<file path="src/rtl/mano_control_sequencer.sv">
// Mano basic computer control unit: T-state sequence counter, latched opcode decode, per-state bus/strobe control word.
// Build with MANO_SINGLE_STEP_EN to add the STEP port and one-instruction-per-pulse gating at T0.
module mano_control_sequencer #(
  parameter int SC_W = 3
) (
  input  logic       CLK,
  input  logic       RST,
  input  logic [7:0] IR,
  input  logic       AC_ZERO,
  input  logic       AC_SIGN,
  input  logic       DR_ZERO,
  input  logic       E_IN,
`ifdef MANO_SINGLE_STEP_EN
  input  logic       STEP,
`endif
  output logic [7:0] Timer,
  output logic [7:0] D,
  output logic       I,
  output logic [2:0] SEL,
  output logic       AR_LD,
  output logic       AR_INR,
  output logic       PC_LD,
  output logic       PC_INR,
  output logic       DR_LD,
  output logic       DR_INR,
  output logic       AC_LD,
  output logic       IR_LD,
  output logic       MEM_WR,
  output logic       E_CLR,
  output logic       E_CMP,
  output logic [2:0] ALU_SEL,
  output logic       HALTED
);

  typedef enum logic [2:0] {
    BUS_NONE = 3'd0, BUS_AR = 3'd1, BUS_PC = 3'd2, BUS_DR = 3'd3,
    BUS_AC   = 3'd4, BUS_IR = 3'd5, BUS_MEM = 3'd7
  } bus_e;

  localparam logic [SC_W-1:0] T0 = SC_W'(0);
  localparam logic [SC_W-1:0] T1 = SC_W'(1);
  localparam logic [SC_W-1:0] T2 = SC_W'(2);
  localparam logic [SC_W-1:0] T3 = SC_W'(3);
  localparam logic [SC_W-1:0] T4 = SC_W'(4);
  localparam logic [SC_W-1:0] T5 = SC_W'(5);
  localparam logic [SC_W-1:0] T6 = SC_W'(6);

  logic [SC_W-1:0] sc_q, sc_d;
  logic [7:0]      d_q;
  logic            i_q, halted_q;
  logic            sc_clr, sc_hold, halt_set, go;
  bus_e            bus;

`ifdef MANO_SINGLE_STEP_EN
  // armed only after STEP has been seen low, so a held STEP runs one instruction
  logic step_armed_q;
  assign go = STEP & step_armed_q;

  always_ff @(posedge CLK or posedge RST) begin
    if (RST)                              step_armed_q <= 1'b0;
    else if (!STEP)                       step_armed_q <= 1'b1;
    else if (go && sc_q == T0 && !halted_q) step_armed_q <= 1'b0;
  end
`else
  assign go = 1'b1;
`endif

  always_comb begin
    bus      = BUS_NONE;
    ALU_SEL  = 3'd0;
    AR_LD    = 1'b0;
    AR_INR   = 1'b0;
    PC_LD    = 1'b0;
    PC_INR   = 1'b0;
    DR_LD    = 1'b0;
    DR_INR   = 1'b0;
    AC_LD    = 1'b0;
    IR_LD    = 1'b0;
    MEM_WR   = 1'b0;
    E_CLR    = 1'b0;
    E_CMP    = 1'b0;
    sc_clr   = 1'b0;
    sc_hold  = 1'b0;
    halt_set = 1'b0;
    if (!RST && !halted_q) begin
      case (sc_q)
        T0: if (go) begin bus = BUS_PC; AR_LD = 1'b1; end
            else sc_hold = 1'b1;
        T1: begin bus = BUS_MEM; IR_LD = 1'b1; PC_INR = 1'b1; end
        T2: begin bus = BUS_IR; AR_LD = 1'b1; end
        T3: begin
          if (d_q[7]) begin
            sc_clr = 1'b1;
            if (!i_q) begin
              case (IR[3:0])
                4'd0:  AC_LD = 1'b1;
                4'd1:  E_CLR = 1'b1;
                4'd2:  begin AC_LD = 1'b1; ALU_SEL = 3'd4; end
                4'd3:  E_CMP = 1'b1;
                4'd4:  begin AC_LD = 1'b1; ALU_SEL = 3'd5; end
                4'd5:  begin AC_LD = 1'b1; ALU_SEL = 3'd6; end
                4'd6:  begin AC_LD = 1'b1; ALU_SEL = 3'd7; end
                4'd7:  PC_INR = ~AC_SIGN;
                4'd8:  PC_INR = AC_SIGN;
                4'd9:  PC_INR = AC_ZERO;
                4'd10: PC_INR = ~E_IN;
                4'd15: halt_set = 1'b1;
                default: ;
              endcase
            end
          end else if (i_q) begin
            bus = BUS_MEM; AR_LD = 1'b1;
          end
        end
        T4: begin
          if (d_q[0] | d_q[1] | d_q[2] | d_q[6]) begin bus = BUS_MEM; DR_LD = 1'b1; end
          if (d_q[3]) begin bus = BUS_AC; MEM_WR = 1'b1; sc_clr = 1'b1; end
          if (d_q[4]) begin bus = BUS_AR; PC_LD = 1'b1; sc_clr = 1'b1; end
          if (d_q[5]) begin bus = BUS_PC; MEM_WR = 1'b1; AR_INR = 1'b1; end
        end
        T5: begin
          if (d_q[0] | d_q[1] | d_q[2]) begin
            AC_LD   = 1'b1;
            ALU_SEL = d_q[0] ? 3'd1 : (d_q[1] ? 3'd2 : 3'd3);
            sc_clr  = 1'b1;
          end
          if (d_q[5]) begin bus = BUS_AR; PC_LD = 1'b1; sc_clr = 1'b1; end
          if (d_q[6]) DR_INR = 1'b1;
        end
        T6: begin
          if (d_q[6]) begin bus = BUS_DR; MEM_WR = 1'b1; PC_INR = DR_ZERO; end
          sc_clr = 1'b1;
        end
        default: sc_clr = 1'b1;
      endcase
    end
    SEL = bus;

    if (halted_q)                  sc_d = T0;
    else if (sc_hold)              sc_d = sc_q;
    else if (sc_clr || sc_q >= T6) sc_d = T0;
    else                           sc_d = sc_q + SC_W'(1);
  end

  always_ff @(posedge CLK or posedge RST) begin
    if (RST) begin
      sc_q     <= T0;
      d_q      <= 8'h00;
      i_q      <= 1'b0;
      halted_q <= 1'b0;
    end else begin
      sc_q <= sc_d;
      if (sc_q == T2 && !halted_q) begin
        d_q <= 8'h01 << IR[6:4];
        i_q <= IR[7];
      end
      if (halt_set) halted_q <= 1'b1;
    end
  end

  assign Timer  = 8'h01 << sc_q;
  assign D      = d_q;
  assign I      = i_q;
  assign HALTED = halted_q;

endmodule

</file>
<file path="config.mk">
export PLATFORM = sky130hd
export DESIGN_NAME = mano_control_sequencer
export DESIGN_NICKNAME = d
export VERILOG_FILES = /design/src/rtl/mano_control_sequencer.sv
export SDC_FILE = /design/constraint.sdc
export NUM_CORES = 1
export LEC_CHECK = 0
export ABC_CLOCK_PERIOD_IN_PS = 3140
export CAP_MARGIN = 20
export CORE_UTILIZATION = 40
export CTS_CLUSTER_SIZE = 20
export DETAILED_ROUTE_END_ITERATION = 8
export MAX_ROUTING_LAYER = met4
export PLACE_DENSITY = 0.77
export SYNTH_ARGS = -nofsm -noshare
export SYNTH_HDL_FRONTEND = slang
export SYNTH_SLANG_ARGS = --single-unit
</file>
<file path="constraint.sdc">
create_clock -name CLK -period 3.14 [get_ports CLK]
set_clock_uncertainty 0.05 [all_clocks]
set_input_delay 0.471 -clock CLK [delete_from_list [all_inputs] [get_ports CLK]]
set_output_delay 0.471 -clock CLK [all_outputs]
set_load 0.05 [all_outputs]
</file>
**After elaboration in Yosys (flattened, before gate mapping)**

Cells that the tools add are included.

- $add $sub $neg: 1
- Order comparisons: 1
- Eq/ne operators: 17
- Shift operators: 2
- Muxes and demuxes: 74
- Bitwise operators: 5
- Reduce and logical (&&, ||, !) cells: 10

Operator list:

| operator | count |
|---|---|
| 1-bit two-way mux | 49 |
| 3-bit two-way mux | 12 |
| 3-bit case mux with 7 select lines | 1 |
| 4-bit by 3-bit == test with 1-bit output (second input constant) | 4 |
| 4-bit == test (second input constant) | 4 |
| 1-bit by 3-bit left shift with 8-bit output (first input constant) | 2 |
| 3-bit case mux with 4 select lines | 1 |
| 3-bit == test (second input constant) | 3 |
| 4-bit by 2-bit == test with 1-bit output (second input constant) | 2 |
| 1-bit case mux with 2 select lines | 4 |
| 1-bit case mux with 4 select lines | 2 |
| 3-bit by 2-bit == test with 1-bit output (second input constant) | 2 |
| 2-bit two-way mux | 3 |
| 3-bit case mux with 2 select lines | 1 |
| 5-bit OR reduction | 1 |
| 4-bit by 1-bit == test with 1-bit output (second input constant) | 1 |
| 4-bit zero test | 1 |
| 3-bit by 1-bit adder with 3-bit output (second input constant) | 1 |
| 3-bit by 1-bit == test with 1-bit output (second input constant) | 1 |
| 3-bit greater-or-equal comparator (second input constant) | 1 |
| 3-bit zero test | 1 |
| 1-bit bitwise OR | 3 |
| 1-bit case mux with 3 select lines | 1 |
| 3-bit OR reduction | 1 |
| other kinds (5) | 8 |

- Register bits after elaboration: 13
- Bits of input ports: 14
- Output and inout port bits: 35
- Word-level logic and storage cells: 114

**Logic depth before layout (Yosys ltp)**

Gate-level depths: netlist of run 1.

- Depth in word-level cells: 9
- Gate-level depth with buffers: 7
- Depth with buffers taken out: 7

**Least setup slack after synthesis of run 1**

Ideal clock, no wire load.

- Kind: register -> output
- Start: reg sc_q[0]
- End: out MEM_WR
- Arrival: 3733 ps
- Required time: 2619 ps
- Slack: -1114 ps
- Cell stages (with the launch flop): 7
- Path buffers: 0
- Path through: dfrtp_1 > inv_1 > ha_1 > nand2_1 > inv_1 > nand2_1 > a2111oi_0

- Longest elaborated chain between the ends: 3
- Elaborated cells on any way between the ends: 4
- Classes of those cells: 2 x eq/ne; 2 x mux

RTL lines:

| element | RTL line | RTL |
|---|---|---|
| start, declared | 48 | `logic [SC_W-1:0] sc_q, sc_d;` |
| start signal, assigned | 147 | `sc_q <= T0;` |
| start signal, assigned | 152 | `sc_q <= sc_d;` |
| 3-bit == test | 86 | `case (sc_q)` |
| 1-bit case mux with 2 select lines * | 86 |  |
| 1-bit two-way mux * | 85 | `if (!RST && !halted_q) begin` |
| end, declared | 28 | `output logic MEM_WR,` |

Mark *: on every way between the ends. The rest lies on a longest branch, timed or not.

**Worst setup path in the final report of run 1**

- Start: reg sc_q[0]
- End: out ALU_SEL[1]

- Longest elaborated chain between the ends: 3
- Elaborated cells on any way between the ends: 4
- Classes of those cells: 2 x eq/ne; 2 x mux

RTL lines:

| element | RTL line | RTL |
|---|---|---|
| 3-bit == test or 3-bit by 2-bit == test with 1-bit output (tied branches) | 86 |  |
| 3-bit case mux with 2 select lines * | 86 |  |
| 3-bit two-way mux * | 85 |  |
| end, declared | 31 | `output logic [2:0] ALU_SEL,` |

Marks and branches as above.

==> metrics, run 1 <==
outcome=finished, final reports clean; Worst EP arrival=about 2400 ps; CTS resizes=0; number of max-cap violations=0; RSZ-0062 raised after global routing=no; Peak VDD IR=between 0.15 and 0.2 mV; Placer Congestion=approximately 0.86; Die W=about 55 um; initial antenna violation count=0; chip height=55 um; Final Setup Violations=0; TritonCTS buffer count=3; post-layout min period=2880 ps; Synth cell types=47; Finished Core Util=65.7%; asr flop ratio synth=100%; final hold vios=0; FP Rows=18; pwr/cell area=between 150 and 200 mW/mm^2; Detail Route Antenna Nets=0; largest fanout on the critical path=5; Worst Setup Start Kind=flip-flop; DRC Markers=0; IO buf count=48; clock root cell=clkbuf_4; DRT Pass-1 Iters=4; setup bufs post-CTS=0; CTS tree=done; fin worst setup slack=approximately 260 ps; first-pass GRT wire length=roughly 5.2 mm; most common cell in the netlist=nand2_1; Hold Startpoint=D[1]$_DFFE_PP0P_; Fillers=about 230; Endpoint, Worst Hold=D[1]$_DFFE_PP0P_; Hold WS=519 ps; TritonCTS Sinks=13; I/O pins=a little under 50; EDFF count, synth=0; fmax=347 MHz; final period utilization=91.7%; worst reg2reg path endpoint=sc_q[0]$_DFF_PP0_; HPWL after detailed placement=2.70 mm; total number of yosys warnings=0; final-stage net count=about 210; CP required=between 2000 and 3000 ps; die area=0.00303 mm^2; area share of the largest cell type after synthesis=~29%; initial DRC count=15; Slew @ Worst Pin=around 630 ps; Max Buffers Root-to-Sink=2; syn_area_per_cell=~8.2 um^2; worst hold path depth=2; GRT Residual Overflow=0; total track usage=roughly a quarter; reg-to-reg critical path startpoint=sc_q[0]$_DFF_PP0_; largest net degree at the start of global routing=18; number of global-route vias before repair=roughly 1200; CTS Hold Bufs=0; core area=around 0.0026 mm^2; vias=between 1000 and 1500; vias per inst=5.86; TNS Setup=0 ps; register bit total from synthesis=13; Seq/Total Area, Yosys=29.0%; Slew HR=between 50% and 60%; P_leak=0.000715 uW; Yosys top cell by area=dfrtp_1; clock slew at reported path FFs=80 ps; initial core utilization=43.8%; Mapped Cells=approximately 140; Post-synth top flop=dfrtp_1; Post-synth top cells=nand2_1, dfrtp_1, inv_1; element type at the critical path end=output port; ant diodes=0; synth-to-layout area growth=50.2%; setup slack, reg-to-reg=1080 ps; DP Worst Slack=between 300 and 400 ps; cell area after synthesis=0.00112 mm^2; Mapped Nets=157; CTS HTree Levels=1; min-delay worst type=flip-flop to flip-flop; cells on worst reg2reg path=6; Clock Latency Late Sink=between 200 and 300 ps; Slew Viols, Final=0; layout cell share with drive strength beyond 1=roughly 17%; crit path kind=flip-flop to output port; leading post-synthesis cells by cell area=dfrtp_1, nand2_1, ha_1; final WL=about 3.3 mm; per-cell routed wire length=~15 um
[power breakdown]
group | internal (uW) | switching, uW
clock | 49.3 | 54.0
combinational | 21.3 | 21.8
sequential | 168 | 0.600
[cells in the final DEF, fill, tap and decap left out, drive strengths merged, types with 2 or more instances in the layout]
cell           instances
a2111oi                3
a21oi                  6
a41oi                  2
and3                   2
buf                   17
clkbuf                 4
clkdlybuf4s50         32
dfrtp                 13
ha                     6
inv                   13
nand2                 26
nand2b                 4
nand3                  3
nand3b                 2
nor2                   9
nor2b                  2
nor3                   2
nor4                   3
o21ai                  7
o22ai                  2
o31ai                  3
o41ai                  5
or3                    2
[metrics by stage]
stage | std cells | area [um^2] | total power [uW]
4_1_cts | 215 | 1690 | 320
6_report | 215 | 1690 | 315
5_1_grt | 215 | 1690 | 334
3_3_place_gp | 211 | 1660 | 213
3_5_place_dp | 211 | 1660 | 215
2_1_floorplan | 137 | 1130 | 189
[worst max-delay path: stages, from the launching register on]
cell       delay (ps)
dfrtp_1           440
ha_1              250
ha_1              280
nand3b_1          240
a2111oi_4         330
nand2_2           100
o22ai_1           260
buf_12            180
[state kept, by name, summed over array words and instances, names as in the netlist]
register and count:
D 8, sc_q 3, HALTED 1, I 1
[layout make-up]
| cell class | instances | area (um^2) | area share [%] |
|---|---|---|---|
| multi-input combinational | 106 | 727 | 43.1 |
| timing repair buffer | 49 | 523 | 31.0 |
| sequential | 13 | 325 | 19.3 |
| inverter | 13 | 48.8 | 2.89 |
| tap | 30 | 37.5 | 2.22 |
| clock buffer | 4 | 26.3 | 1.56 |
[logic make-up after synthesis]
logic type | synth area share (%)
adder cells (fa/ha/maj) | 6.68
flip-flops | 29.0
XOR/XNOR | 0.780
multiplexers | 1.89
AND/OR/NAND/NOR | 30.0
AO/OA/AOI/OAI | 24.8
buffers and inverters | 6.90
[worst max-delay path by stage]
stage / start / endpoint / cells past startpoint
final: sc_q[0]$_DFF_PP0_ / ALU_SEL[1] / 7
after floorplan: sc_q[2]$_DFF_PP0_ / ALU_SEL[1] / 7
after CTS: sc_q[0]$_DFF_PP0_ / ALU_SEL[0] / 7
after global routing: sc_q[0]$_DFF_PP0_ / ALU_SEL[0] / 7
after global placement: RST / ALU_SEL[0] / 6
after detailed placement: RST / ALU_SEL[0] / 6
[per-layer routing]
layer	vias up	GRT usage, %	part of all wire (%)
met5	-	-	0
met4	0	8.33	1.1
met3	7	3.28	3.8
met2	32	43.4	53
met1	624	29.5	43
li1	597	-	-
(Power assumes the default switching activity.)
==> run 2, diff against run 1 <==
Settings changed: CAP_MARGIN 20 to default.
==> results of run 2 <==
No change in the layout: final DEF, timing and power equal those of run 1.
==> run 3, diff against run 2 <==
Settings changed: CORE_UTILIZATION 40 to 45, CTS_CLUSTER_DIAMETER from default to 100, PLACE_DENSITY 0.77 to 0.85.
==> run 3 against run 2 <==
- maximum frequency up 0.71%
- first-iteration DRC count rose to 3.7 times the previous value
- via count down 0.56%
- largest power group unchanged
- highest routed layer unchanged
==> metrics, run 3 (synthesized netlist as in run 1, its figures left out) <==
CTS HTree Levels=1; fmax=approximately 350 MHz; HPWL after detailed placement=about 2.6 mm; DRT Pass-1 Iters=6; Die W=52.0 um; IO buf count=48; post-layout min period=about 2900 ps; synth-to-layout area growth=49.6%; TNS Setup=0 ps; total track usage=a little over a quarter; Multi-input gate area=~730 um^2; I/O pins=a little under 50; chip height=52.0 um; first-pass GRT wire length=5.26 mm; Worst EP arrival=2340 ps; final-stage net count=between 200 and 250; P_leak=0.000708 uW; internal power=~240 uW; Met2 Routed Length=1.71 mm; Comb pwr share=about 14%; die area=between 0.002 and 0.003 mm^2; RSZ-0062 raised after global routing=no; outcome=finished, final reports clean; M1 wire length=~1.4 mm; element type at the critical path end=output port; ant diodes=0; initial core utilization=49.4%; final period utilization=between 90% and 100%; sequential power share=53.6%; core area=around 0.0023 mm^2; TritonCTS Sinks=13; Max Buffers Root-to-Sink=2; setup bufs post-CTS=0; vias=1253; Slew HR=about 64%; GRT Residual Overflow=0; Slew @ Worst Pin=520 ps; Final Setup Violations=0; clock slew at reported path FFs=80 ps; largest net degree at the start of global routing=18; TritonCTS buffer count=3; CP required=2620 ps; min-delay worst type=flip-flop to flip-flop; DR top layer=met4; crit path kind=input port to output port; final hold vios=0; non-filler cells, final=~210; vias per inst=between 5 and 6; CTS Hold Bufs=0; Clock Latency Late Sink=280 ps; CTS tree=done; Fillers=173; Switching Fraction=between 20% and 30%; clock network power share=roughly a third; DRC Markers=0; FP Rows=17; layout cell share with drive strength beyond 1=16.3%; max reg flops=8; initial DRC count=55; number of max-cap violations=0; largest fanout on the critical path=6; Worst Setup Start Kind=input port; per-cell routed wire length=approximately 16 um; CTS resizes=0; met3 wire length=161 um; initial antenna violation count=0; Placer Congestion=around 0.81; Peak VDD IR=about 0.21 mV; Detail Route Antenna Nets=0; number of placed cells counting well taps=208; pwr/cell area=about 190 mW/mm^2; Psw=75.7 uW; number of global-route vias before repair=approximately 1200; final WL=between 3 and 4 mm; Slew Viols, Final=0; most common cell after layout, fill and taps aside=clkdlybuf4s50_1; commonest cells after routing, fill and taps aside=clkdlybuf4s50_1, nand2_1, dfrtp_1, inv_1; storage element area=around 330 um^2; clock root cell=clkbuf_4
## run 3: worst paths after layout
| path | from | to | slack (ps) | depth (start not counted) |
|---|---|---|---|---|
| min in group asynchronous | RST | HALTED$_DFFE_PP0P_ | 610 | 2 |
| max reg2reg | sc_q[2]$_DFF_PP0_ | sc_q[2]$_DFF_PP0_ | 1070 | 6 |
| max | RST | DR_INR | 280 | 4 |
| min reg2reg | D[1]$_DFFE_PP0P_ | D[1]$_DFFE_PP0P_ | 510 | 2 |
| min | D[1]$_DFFE_PP0P_ | D[1]$_DFFE_PP0P_ | 510 | 2 |
| max in group asynchronous | RST | I$_DFFE_PP0P_ | 2090 | 2 |
## run 3: worst max-delay path: stages
cell and delay, ps:
clkdlybuf4s50_1 490, nor2_1 340, and3_1 220, clkdlybuf4s50_1 810
## run 3: final cells by class
class                   count  share of cell area, %
clock buffers               4                   1.56
inverters                  13                   2.90
multi-input cells         106                   43.3
flip-flops and latches     13                   19.4
well taps                  28                   2.08
repair buffers             48                   30.8
## run 3: routing by layer
| layer | global-route usage (%) | up-vias |
|---|---|---|
| met4 | 9.91 | 0 |
| met2 | 45.1 | 57 |
| met3 | 2.63 | 7 |
| met5 | - | - |
| li1 | - | 591 |
| met1 | 33.8 | 598 |
## run 3: power groups by stage
stage / registers (uW) / logic (uW) / clock network [uW]
CTS: 168 / 43.0 / 106
detailed placement: 172 / 42.9 / 0
finish: 168 / 43.0 / 103
global route: 169 / 46.9 / 118
global placement: 172 / 41.4 / 0
floorplan: 174 / 15.0 / 0
## run 3: metrics by stage
stage               cell area, um^2  hold WS (ps)  utilization, %  worst slack [ps]  power (uW)
finish                         1680           512            73.8               280         314
global route                   1680           536            73.8              99.0         333
CTS                            1680           520            73.8               292         317
detailed placement             1650           501            72.7               302         215
global placement               1650           493            72.7               359         213
floorplan                      1130           298               -              52.3         189
